===== src/rtl/hs_ram_arbiter_if.sv =====
// Bus bundle between the CPU side, the hiscore engine and the shared work-RAM port.
interface hs_ram_arbiter_if;
  logic [15:0] cpu_addr;
  logic [7:0]  cpu_din;
  logic        cpu_we;
  logic        cpu_busy;
  logic        osd_pause;
  logic        cpu_pause;
  logic        hs_req;
  logic [15:0] hs_addr;
  logic [7:0]  hs_din;
  logic        hs_we;
  logic        hs_grant;
  logic [7:0]  hs_dout;
  logic [15:0] ram_addr;
  logic [7:0]  ram_dout;
  logic        ram_we;
  logic [7:0]  ram_q;
  logic        timeout_err;

  modport master (
    output cpu_addr, cpu_din, cpu_we, cpu_busy, osd_pause, hs_req,
           hs_addr, hs_din, hs_we, ram_q,
    input  cpu_pause, hs_grant, hs_dout, ram_addr, ram_dout, ram_we, timeout_err
  );

  modport slave (
    input  cpu_addr, cpu_din, cpu_we, cpu_busy, osd_pause, hs_req,
           hs_addr, hs_din, hs_we, ram_q,
    output cpu_pause, hs_grant, hs_dout, ram_addr, ram_dout, ram_we, timeout_err
  );
endinterface


===== src/rtl/hs_ram_arbiter.sv =====
// Shares one work-RAM port between the CPU and the hiscore engine after the CPU bus settles.
// Define HS_ARB_TIMEOUT_EN to bound the grant length with a TIMEOUT-cycle watchdog.
module hs_ram_arbiter #(
  parameter int unsigned SETTLE  = 4,
  parameter int unsigned TIMEOUT = 65535
) (
  input logic             clk_sys,
  input logic             reset_n,
  hs_ram_arbiter_if.slave bus
);

  typedef enum logic [2:0] {
    ST_IDLE     = 3'd0,
    ST_DRAIN    = 3'd1,
    ST_SETTLE   = 3'd2,
    ST_GRANT    = 3'd3,
    ST_RELEASE  = 3'd4,
    ST_WAIT_LOW = 3'd5
  } state_e;

  localparam logic [3:0] SETTLE_LAST = 4'(SETTLE - 1);

  state_e     state_q, state_d;
  logic [3:0] settle_cnt_q, settle_cnt_d;
  logic [1:0] rst_sync_q;
  logic [7:0] hs_dout_q;
  logic       run_en_s;
  logic       in_grant_s;
  logic       pause_state_s;

`ifdef HS_ARB_TIMEOUT_EN
  localparam logic [15:0] TMO_LAST = 16'(TIMEOUT - 1);
  logic [15:0] tmo_cnt_q, tmo_cnt_d;
  logic        tmo_err_q, tmo_err_d;
`else
  logic unused_tmo_s;
  assign unused_tmo_s = ^32'(TIMEOUT);
`endif

  // Reset release synchroniser; the FSM stays in IDLE until both stages see reset gone.
  always_ff @(posedge clk_sys or negedge reset_n) begin
    if (!reset_n) begin
      rst_sync_q <= 2'b00;
    end else begin
      rst_sync_q <= {rst_sync_q[0], 1'b1};
    end
  end

  assign run_en_s = rst_sync_q[1];

  // State and counter registers.
  always_ff @(posedge clk_sys or negedge reset_n) begin
    if (!reset_n) begin
      state_q      <= ST_IDLE;
      settle_cnt_q <= 4'd0;
`ifdef HS_ARB_TIMEOUT_EN
      tmo_cnt_q    <= 16'd0;
      tmo_err_q    <= 1'b0;
`endif
    end else begin
      state_q      <= state_d;
      settle_cnt_q <= settle_cnt_d;
`ifdef HS_ARB_TIMEOUT_EN
      tmo_cnt_q    <= tmo_cnt_d;
      tmo_err_q    <= tmo_err_d;
`endif
    end
  end

  // Next-state logic; a dropped hs_req always wins over busy/counter events.
  always_comb begin
    state_d      = state_q;
    settle_cnt_d = settle_cnt_q;
`ifdef HS_ARB_TIMEOUT_EN
    tmo_cnt_d    = tmo_cnt_q;
    tmo_err_d    = tmo_err_q;
`endif
    case (state_q)
      ST_IDLE: begin
        if (bus.hs_req && run_en_s) begin
          state_d = ST_DRAIN;
        end else begin
          state_d = ST_IDLE;
        end
      end
      ST_DRAIN: begin
        if (!bus.hs_req) begin
          state_d = ST_RELEASE;
        end else if (!bus.cpu_busy) begin
          state_d      = ST_SETTLE;
          settle_cnt_d = 4'd0;
        end else begin
          state_d = ST_DRAIN;
        end
      end
      ST_SETTLE: begin
        if (!bus.hs_req) begin
          state_d = ST_RELEASE;
        end else if (bus.cpu_busy) begin
          state_d = ST_DRAIN;
        end else if (settle_cnt_q == SETTLE_LAST) begin
          state_d = ST_GRANT;
`ifdef HS_ARB_TIMEOUT_EN
          tmo_cnt_d = 16'd0;
`endif
        end else begin
          settle_cnt_d = settle_cnt_q + 4'd1;
        end
      end
      ST_GRANT: begin
        if (!bus.hs_req) begin
          state_d = ST_RELEASE;
`ifdef HS_ARB_TIMEOUT_EN
        end else if (tmo_cnt_q == TMO_LAST) begin
          state_d   = ST_RELEASE;
          tmo_err_d = 1'b1;
        end else begin
          tmo_cnt_d = tmo_cnt_q + 16'd1;
`else
        end else begin
          state_d = ST_GRANT;
`endif
        end
      end
      ST_RELEASE: begin
        state_d = ST_WAIT_LOW;
      end
      ST_WAIT_LOW: begin
        if (!bus.hs_req) begin
          state_d = ST_IDLE;
`ifdef HS_ARB_TIMEOUT_EN
          tmo_err_d = 1'b0;
`endif
        end else begin
          state_d = ST_WAIT_LOW;
        end
      end
      default: begin
        state_d = ST_IDLE;
      end
    endcase
  end

  assign in_grant_s    = (state_q == ST_GRANT);
  assign pause_state_s = (state_q == ST_DRAIN) || (state_q == ST_SETTLE) ||
                         (state_q == ST_GRANT) || (state_q == ST_RELEASE);

  assign bus.cpu_pause = bus.osd_pause | pause_state_s;
  assign bus.hs_grant  = in_grant_s;
  assign bus.ram_addr  = in_grant_s ? bus.hs_addr : bus.cpu_addr;
  assign bus.ram_dout  = in_grant_s ? bus.hs_din  : bus.cpu_din;
  assign bus.ram_we    = in_grant_s ? bus.hs_we   : bus.cpu_we;

  // Read-data capture for hiscore: one-cycle latency, holds outside GRANT.
  always_ff @(posedge clk_sys or negedge reset_n) begin
    if (!reset_n) begin
      hs_dout_q <= 8'h00;
    end else if (in_grant_s) begin
      hs_dout_q <= bus.ram_q;
    end else begin
      hs_dout_q <= hs_dout_q;
    end
  end

  assign bus.hs_dout = hs_dout_q;

`ifdef HS_ARB_TIMEOUT_EN
  assign bus.timeout_err = tmo_err_q;
`else
  assign bus.timeout_err = 1'b0;
`endif

endmodule


===== src/flat_wrapper.sv =====
// flat-port wrapper written by rule: the top's interface ports become plain ports
module hs_ram_arbiter_flat 
#(
  parameter int unsigned SETTLE  = 4,
  parameter int unsigned TIMEOUT = 65535
)
  (clk_sys, reset_n, bus_cpu_addr, bus_cpu_din, bus_cpu_we, bus_cpu_busy, bus_osd_pause, bus_hs_req, bus_hs_addr, bus_hs_din, bus_hs_we, bus_ram_q, bus_cpu_pause, bus_hs_grant, bus_hs_dout, bus_ram_addr, bus_ram_dout, bus_ram_we, bus_timeout_err);
  hs_ram_arbiter_if bus_i ();
  input logic clk_sys;
  input logic reset_n;
  input wire logic [$bits(bus_i.cpu_addr)-1:0] bus_cpu_addr;
  input wire logic [$bits(bus_i.cpu_din)-1:0] bus_cpu_din;
  input wire logic [$bits(bus_i.cpu_we)-1:0] bus_cpu_we;
  input wire logic [$bits(bus_i.cpu_busy)-1:0] bus_cpu_busy;
  input wire logic [$bits(bus_i.osd_pause)-1:0] bus_osd_pause;
  input wire logic [$bits(bus_i.hs_req)-1:0] bus_hs_req;
  input wire logic [$bits(bus_i.hs_addr)-1:0] bus_hs_addr;
  input wire logic [$bits(bus_i.hs_din)-1:0] bus_hs_din;
  input wire logic [$bits(bus_i.hs_we)-1:0] bus_hs_we;
  input wire logic [$bits(bus_i.ram_q)-1:0] bus_ram_q;
  output wire logic [$bits(bus_i.cpu_pause)-1:0] bus_cpu_pause;
  output wire logic [$bits(bus_i.hs_grant)-1:0] bus_hs_grant;
  output wire logic [$bits(bus_i.hs_dout)-1:0] bus_hs_dout;
  output wire logic [$bits(bus_i.ram_addr)-1:0] bus_ram_addr;
  output wire logic [$bits(bus_i.ram_dout)-1:0] bus_ram_dout;
  output wire logic [$bits(bus_i.ram_we)-1:0] bus_ram_we;
  output wire logic [$bits(bus_i.timeout_err)-1:0] bus_timeout_err;
  assign bus_i.cpu_addr = bus_cpu_addr;
  assign bus_i.cpu_din = bus_cpu_din;
  assign bus_i.cpu_we = bus_cpu_we;
  assign bus_i.cpu_busy = bus_cpu_busy;
  assign bus_i.osd_pause = bus_osd_pause;
  assign bus_i.hs_req = bus_hs_req;
  assign bus_i.hs_addr = bus_hs_addr;
  assign bus_i.hs_din = bus_hs_din;
  assign bus_i.hs_we = bus_hs_we;
  assign bus_i.ram_q = bus_ram_q;
  assign bus_cpu_pause = bus_i.cpu_pause;
  assign bus_hs_grant = bus_i.hs_grant;
  assign bus_hs_dout = bus_i.hs_dout;
  assign bus_ram_addr = bus_i.ram_addr;
  assign bus_ram_dout = bus_i.ram_dout;
  assign bus_ram_we = bus_i.ram_we;
  assign bus_timeout_err = bus_i.timeout_err;
  hs_ram_arbiter #(.SETTLE(SETTLE), .TIMEOUT(TIMEOUT)) u_core (.clk_sys(clk_sys), .reset_n(reset_n), .bus(bus_i));
endmodule

===== config.mk =====
export PLATFORM = sky130hd
export DESIGN_NAME = hs_ram_arbiter_flat
export DESIGN_NICKNAME = d
export VERILOG_FILES = /design/src/rtl/hs_ram_arbiter_if.sv /design/src/rtl/hs_ram_arbiter.sv /design/src/flat_wrapper.sv
export SDC_FILE = /design/constraint.sdc
export NUM_CORES = 1
export LEC_CHECK = 0
export ABC_AREA = 0
export CAP_MARGIN = 20
export CORE_MARGIN = 2
export CORE_UTILIZATION = 37
export CTS_BUF_LIST = sky130_fd_sc_hd__clkbuf_8
export DETAILED_ROUTE_END_ITERATION = 8
export GPL_ROUTABILITY_DRIVEN = 1
export HOLD_SLACK_MARGIN = 0.05
export MAX_ROUTING_LAYER = met4
export PLACE_DENSITY = 0.91
export SYNTH_ARGS = -nofsm -noshare
export SYNTH_HDL_FRONTEND = slang
export SYNTH_SLANG_ARGS = --single-unit

===== constraint.sdc =====
create_clock -name clk_sys -period 3.8 [get_ports clk_sys]
set_clock_uncertainty 0.05 [all_clocks]
set_input_delay 0.38 -clock clk_sys [delete_from_list [all_inputs] [get_ports clk_sys]]
set_output_delay 0.38 -clock clk_sys [all_outputs]
set_load 0.05 [all_outputs]

Word level (Yosys, flattened, before mapping)
Index checks and enable logic that the tools add are counted.

Logic and storage cells: 43. Memory bits (writable): 0. Memory bits (read-only): 0. Register bits: 17. Bits in latches: 0. Bits of input ports: 63. Memories: 0.

Mux-type cells: 18. Bitwise operators: 1. Divide/modulo/power cells: 0. Magnitude comparators: 0. Equality and inequality tests: 12. Shift-type cells: 0. Multiply operators: 0. Add/subtract/negate cells: 1. Reductions and logical operators: 7.

Operators by type and width (count): 4-bit 2-to-1 mux (5); 3-bit 2-to-1 mux (6); 3-bit case mux with 6 select lines (1); 16-bit 2-to-1 mux (1); 2-bit inequality test (second input constant) (5); 8-bit 2-to-1 mux (1); 4-bit case mux with 2 select lines (1); 3-bit by 2-bit == test with 1-bit output (second input constant) (2); 3-bit == test (second input constant) (2); 6-bit AND reduction (1); 4-bit by 1-bit adder with 4-bit output (second input constant) (1); 4-bit by 2-bit == test with 1-bit output (second input constant) (1); 4-bit by 3-bit inequality test with 1-bit output (second input constant) (1); 3-bit by 1-bit == test with 1-bit output (second input constant) (1); 3-bit zero test (1); 1-bit logical OR (3); 1-bit 2-to-1 mux (2); 2-bit 2-to-1 mux (1); 2-bit nonzero test (1); 1-bit logical AND (1); 1-bit bitwise OR (1).

Longest topological paths before layout
Gate-level depths: netlist of run 1.

Depth after elaboration: 5. Depth in mapped cells: 6. Depth with buffers taken out: 4.

Worst setup path after synthesis of run 1
OpenSTA, ideal clock, no wires.

Path type: register to output. Start point: reg u_core.state_q[2]. End point: out bus_ram_addr[0]. Path buffers: 3. Data arrival time: 1.524 ns. Slack: 1.846 ns. Cell stages (with the launch flop): 6. Cells stage by stage: dfrtp_1 > buf_6 > or3_1 > buf_6 > buf_6 > mux2_4.

Cells in the longest elaborated chain, start to end: 2.

RTL lines: start, declared (RTL line hs_ram_arbiter.sv:23) `state_e state_q, state_d;`; start signal, assigned (RTL line hs_ram_arbiter.sv:61) `state_q <= state_d;`; 3-bit by 2-bit == test with 1-bit output (RTL line hs_ram_arbiter.sv:144) `assign in_grant_s = (state_q == ST_GRANT);`; 16-bit 2-to-1 mux (RTL line hs_ram_arbiter.sv:150) `assign bus.ram_addr = in_grant_s ? bus.hs_addr : bus.cpu_addr;`; end, declared (RTL line flat_wrapper.sv:24) `output wire logic [$bits(bus_i.ram_addr)-1:0] bus_ram_addr;`.

Every way passes these cells.

Final worst setup path of run 1
Start point: reg u_core.state_q[1]. End point: out bus_ram_dout[7].

Cells in the longest elaborated chain, start to end: 2.

RTL lines: 3-bit by 2-bit == test with 1-bit output (RTL line hs_ram_arbiter.sv:144); 8-bit 2-to-1 mux (RTL line hs_ram_arbiter.sv:151) `assign bus.ram_dout = in_grant_s ? bus.hs_din : bus.cpu_din;`; end, declared (RTL line flat_wrapper.sv:25) `output wire logic [$bits(bus_i.ram_dout)-1:0] bus_ram_dout;`.

Every way passes these cells.

==> results_dict.tcl, run 1 <==
set metrics [dict create \
    ys_types 33 \
    grt_pass1_vias 1182 \
    rows 21 \
    cts_root_buffer "clkbuf_8" \
    use_met3_pct 6.67 \
    routabilityCongestion 0.867 \
    rrSetupSlack_ps 1650 \
    first_iter_violations 33 \
    arrival_ps 2950 \
    antennaDiodeCount 0 \
    clk_pin_slew_worst_paths_ps 70 \
    routedWlPerCell_um 17.0 \
    clkLatencyLatePin_ps 250 \
    final_hold_viol_count 0 \
    path_class "flop to primary output" \
    dp_cells 236 \
    placed_area_mm2 0.00222 \
    synth_area_leaders "mux2_4, dfrtp_1, buf_6" \
    synth.most_common_cell "mux2_4" \
    die_h_um 62.5 \
    syn_to_final_growth_pct 78.8 \
    yosys-top-cells-count "mux2_4, dfrtp_1, buf_6" \
    synthFlopType "dfrtp_1" \
    clockBufferDepth 2 \
    fillers 242 \
    detail_route.wirelength_um 4080 \
    power_frac_comb_pct 61.8 \
    critPathMaxFanout 34 \
    drt-pass1-iter-count 4 \
    vdd.ir_drop.worst_v 0.000393 \
    postCtsHoldBufs 0 \
    clkPwrFrac_pct 11.1 \
    maxCapViolCount 0 \
    design_area_mm2 0.00226 \
    start_util_pct 38.2 \
    overflow 0 \
    crit_path_end_kind "primary output" \
    tritoncts "yes" \
    outcome "finished, final reports clean" \
    startpoint_type "flop" \
    numClockSinks 17 \
    final_cells 240 \
    grt_util_met2_pct 39.7 \
    core_area_mm2 0.00331 \
    io_pins 99 \
    viasPerCell 4.86 \
    ys_async_sr_fraction_pct 100 \
    grt_max_degree 35 \
    grt_setup_unrepaired "no" \
    groute.layer.met1.usage_pct 23.2 \
    fin_nets 259 \
    tns_ps 0 \
    drc 0 \
    dpl.hpwl_um 3330 \
    die_w_um 62.5 \
    vias 1167 \
    grt_usage_pct 21.5 \
    p_sw_uw 541 \
    fin_crit_sh_pct 88.8 \
    ys_seq_elements 17 \
    drive_gt1_share_pct 21.1 \
    p_leak_nw 1.01 \
    grt_pass1_wl_um 6420 \
    seq_area_frac_synth_pct 33.6 \
    ant_nets 0 \
    numCtsBuffers 3 \
    synth_top_area_share_pct 34.4 \
    cp.required_ps 3370 \
    dieArea_mm2 0.00390 \
    antenna_found_initial 0 \
    synth_cells 101 \
    min_period_ps 3380 \
    fmax_mhz 296 \
    swShare_pct 46.0 \
    setup-violations-final 0 \
    tightest_slew_ps 996 \
    slew_violations 0 \
    post_cts_resized 0 \
    ys_warn_count 0 \
    p_int_uw 634 \
    cts_setup_buffers 0 \
    synth_area_mm2 0.00126 \
    powerDensity_mw_per_mm2 519 \
    grt.busiest_layer "met2" \
    synth_edf_count 0 \
    slew_headroom_pct 33.6 \
    seq_power_share_pct 27.1 \
    syn_area_per_cell_um2 12.5 \
    hp-class "flop to flop" \
    cts_max_level 1 \
    synth_top_cell_by_area "mux2_4" \
    port_buffers 97 \
    synth_nets 165 \
]
-- path summary, 6_finish.rpt --
kind,start,end,cells past startpoint
min in group asynchronous,reset_n,u_core.bus.hs_dout[7],1
max in group asynchronous,reset_n,u_core.rst_sync_q[0],1
worst max register to register,u_core.state_q[1],u_core.bus.hs_dout[6],3
worst min-delay path,u_core.rst_sync_q[0],u_core.rst_sync_q[1],0
worst min register to register,u_core.rst_sync_q[0],u_core.rst_sync_q[1],0
worst max-delay path,u_core.state_q[1],bus_ram_dout[7],4
-- power by group through the flow --
stage,Combinational (mW),Clock [mW],Sequential (mW)
2_1_floorplan,0.371,0,0.439
3_3_place_gp,0.714,0,0.310
3_5_place_dp,0.730,0,0.320
4_1_cts,0.732,0.133,0.316
5_1_grt,0.764,0.145,0.332
6_report,0.726,0.131,0.318
-- worst max-delay path, stage by stage, from the launching register on --
cell,delay (ps)
dfrtp_1,540
inv_2,70
or3_2,890
mux2_4,450
clkdlybuf4s50_1,720
-- area by class of cell --
class,instances,area [um^2],share of cell area [%]
Timing Repair Buffer,97,971,42.9
Multi-Input combinational cell,71,743,32.9
Sequential cell,17,425,18.8
Tap cell,46,57.6,2.54
Clock buffer,3,41.3,1.83
Inverter,5,18.8,0.830
Clock inverter,1,5.00,0.221
-- kinds of logic (layout without fill, tap and decap cells) --
group                    after synthesis  count (layout)  share of synthesized area [%]
XOR/XNOR                               2               2                           1.39
adder cells (fa/ha/maj)                1               1                          0.989
AO/OA/AOI/OAI                         14              14                           8.41
other                                  2               2                          0.594
flip-flops                            17              17                           33.6
multiplexers                          34              34                           38.8
buffers and inverters                 13             106                           7.71
AND/OR/NAND/NOR                       18              18                           8.51
-- sequential cells by signal (all words and copies together), names as in the netlist --
register / flops
u_core.bus.hs_dout: 8
u_core.rst_sync_q: 2
u_core.state_q: 3
u_core.settle_cnt_q: 4
-- through the flow --
step / util, % / total power, mW / setup slack (ps) / hold slack (ps)
finish: 68.3 / 1.18 / 425 / 305
global route: 68.3 / 1.24 / 336 / 309
CTS: 68.3 / 1.18 / 439 / 311
detailed placement: 66.9 / 1.05 / 725 / 303
global placement: 66.9 / 1.02 / 802 / 285
floorplan: - / 0.810 / 1850 / 34.4
-- metal layers --
layer	wire, um	share of wire (%)
met4	8	0.20
met2	2240	55
met3	341	8.4
met5	0	0
met1	1490	37
-- cell usage in the layout, fill, tap and decap left out, types with 3 or more instances in the layout --
cell type / instances
nand2b_1: 4
inv_1: 3
dfrtp_1: 17
mux2_4: 29
clkbuf_8: 3
clkdlybuf4s50_1: 97
mux2_2: 4
nor2_1: 3
No activity file was read; power rests on OpenSTA's default activity.
==> run 2: changes to the inputs <==
--- a/config.mk
+++ b/config.mk
@@ -10,6 +10,7 @@
 export CORE_MARGIN = 2
 export CORE_UTILIZATION = 37
 export CTS_BUF_LIST = sky130_fd_sc_hd__clkbuf_8
+export CTS_CLUSTER_SIZE = 16
 export DETAILED_ROUTE_END_ITERATION = 8
 export GPL_ROUTABILITY_DRIVEN = 1
 export HOLD_SLACK_MARGIN = 0.05
==> results of run 2 <==
No change in the layout: final DEF, timing and power equal those of run 1.
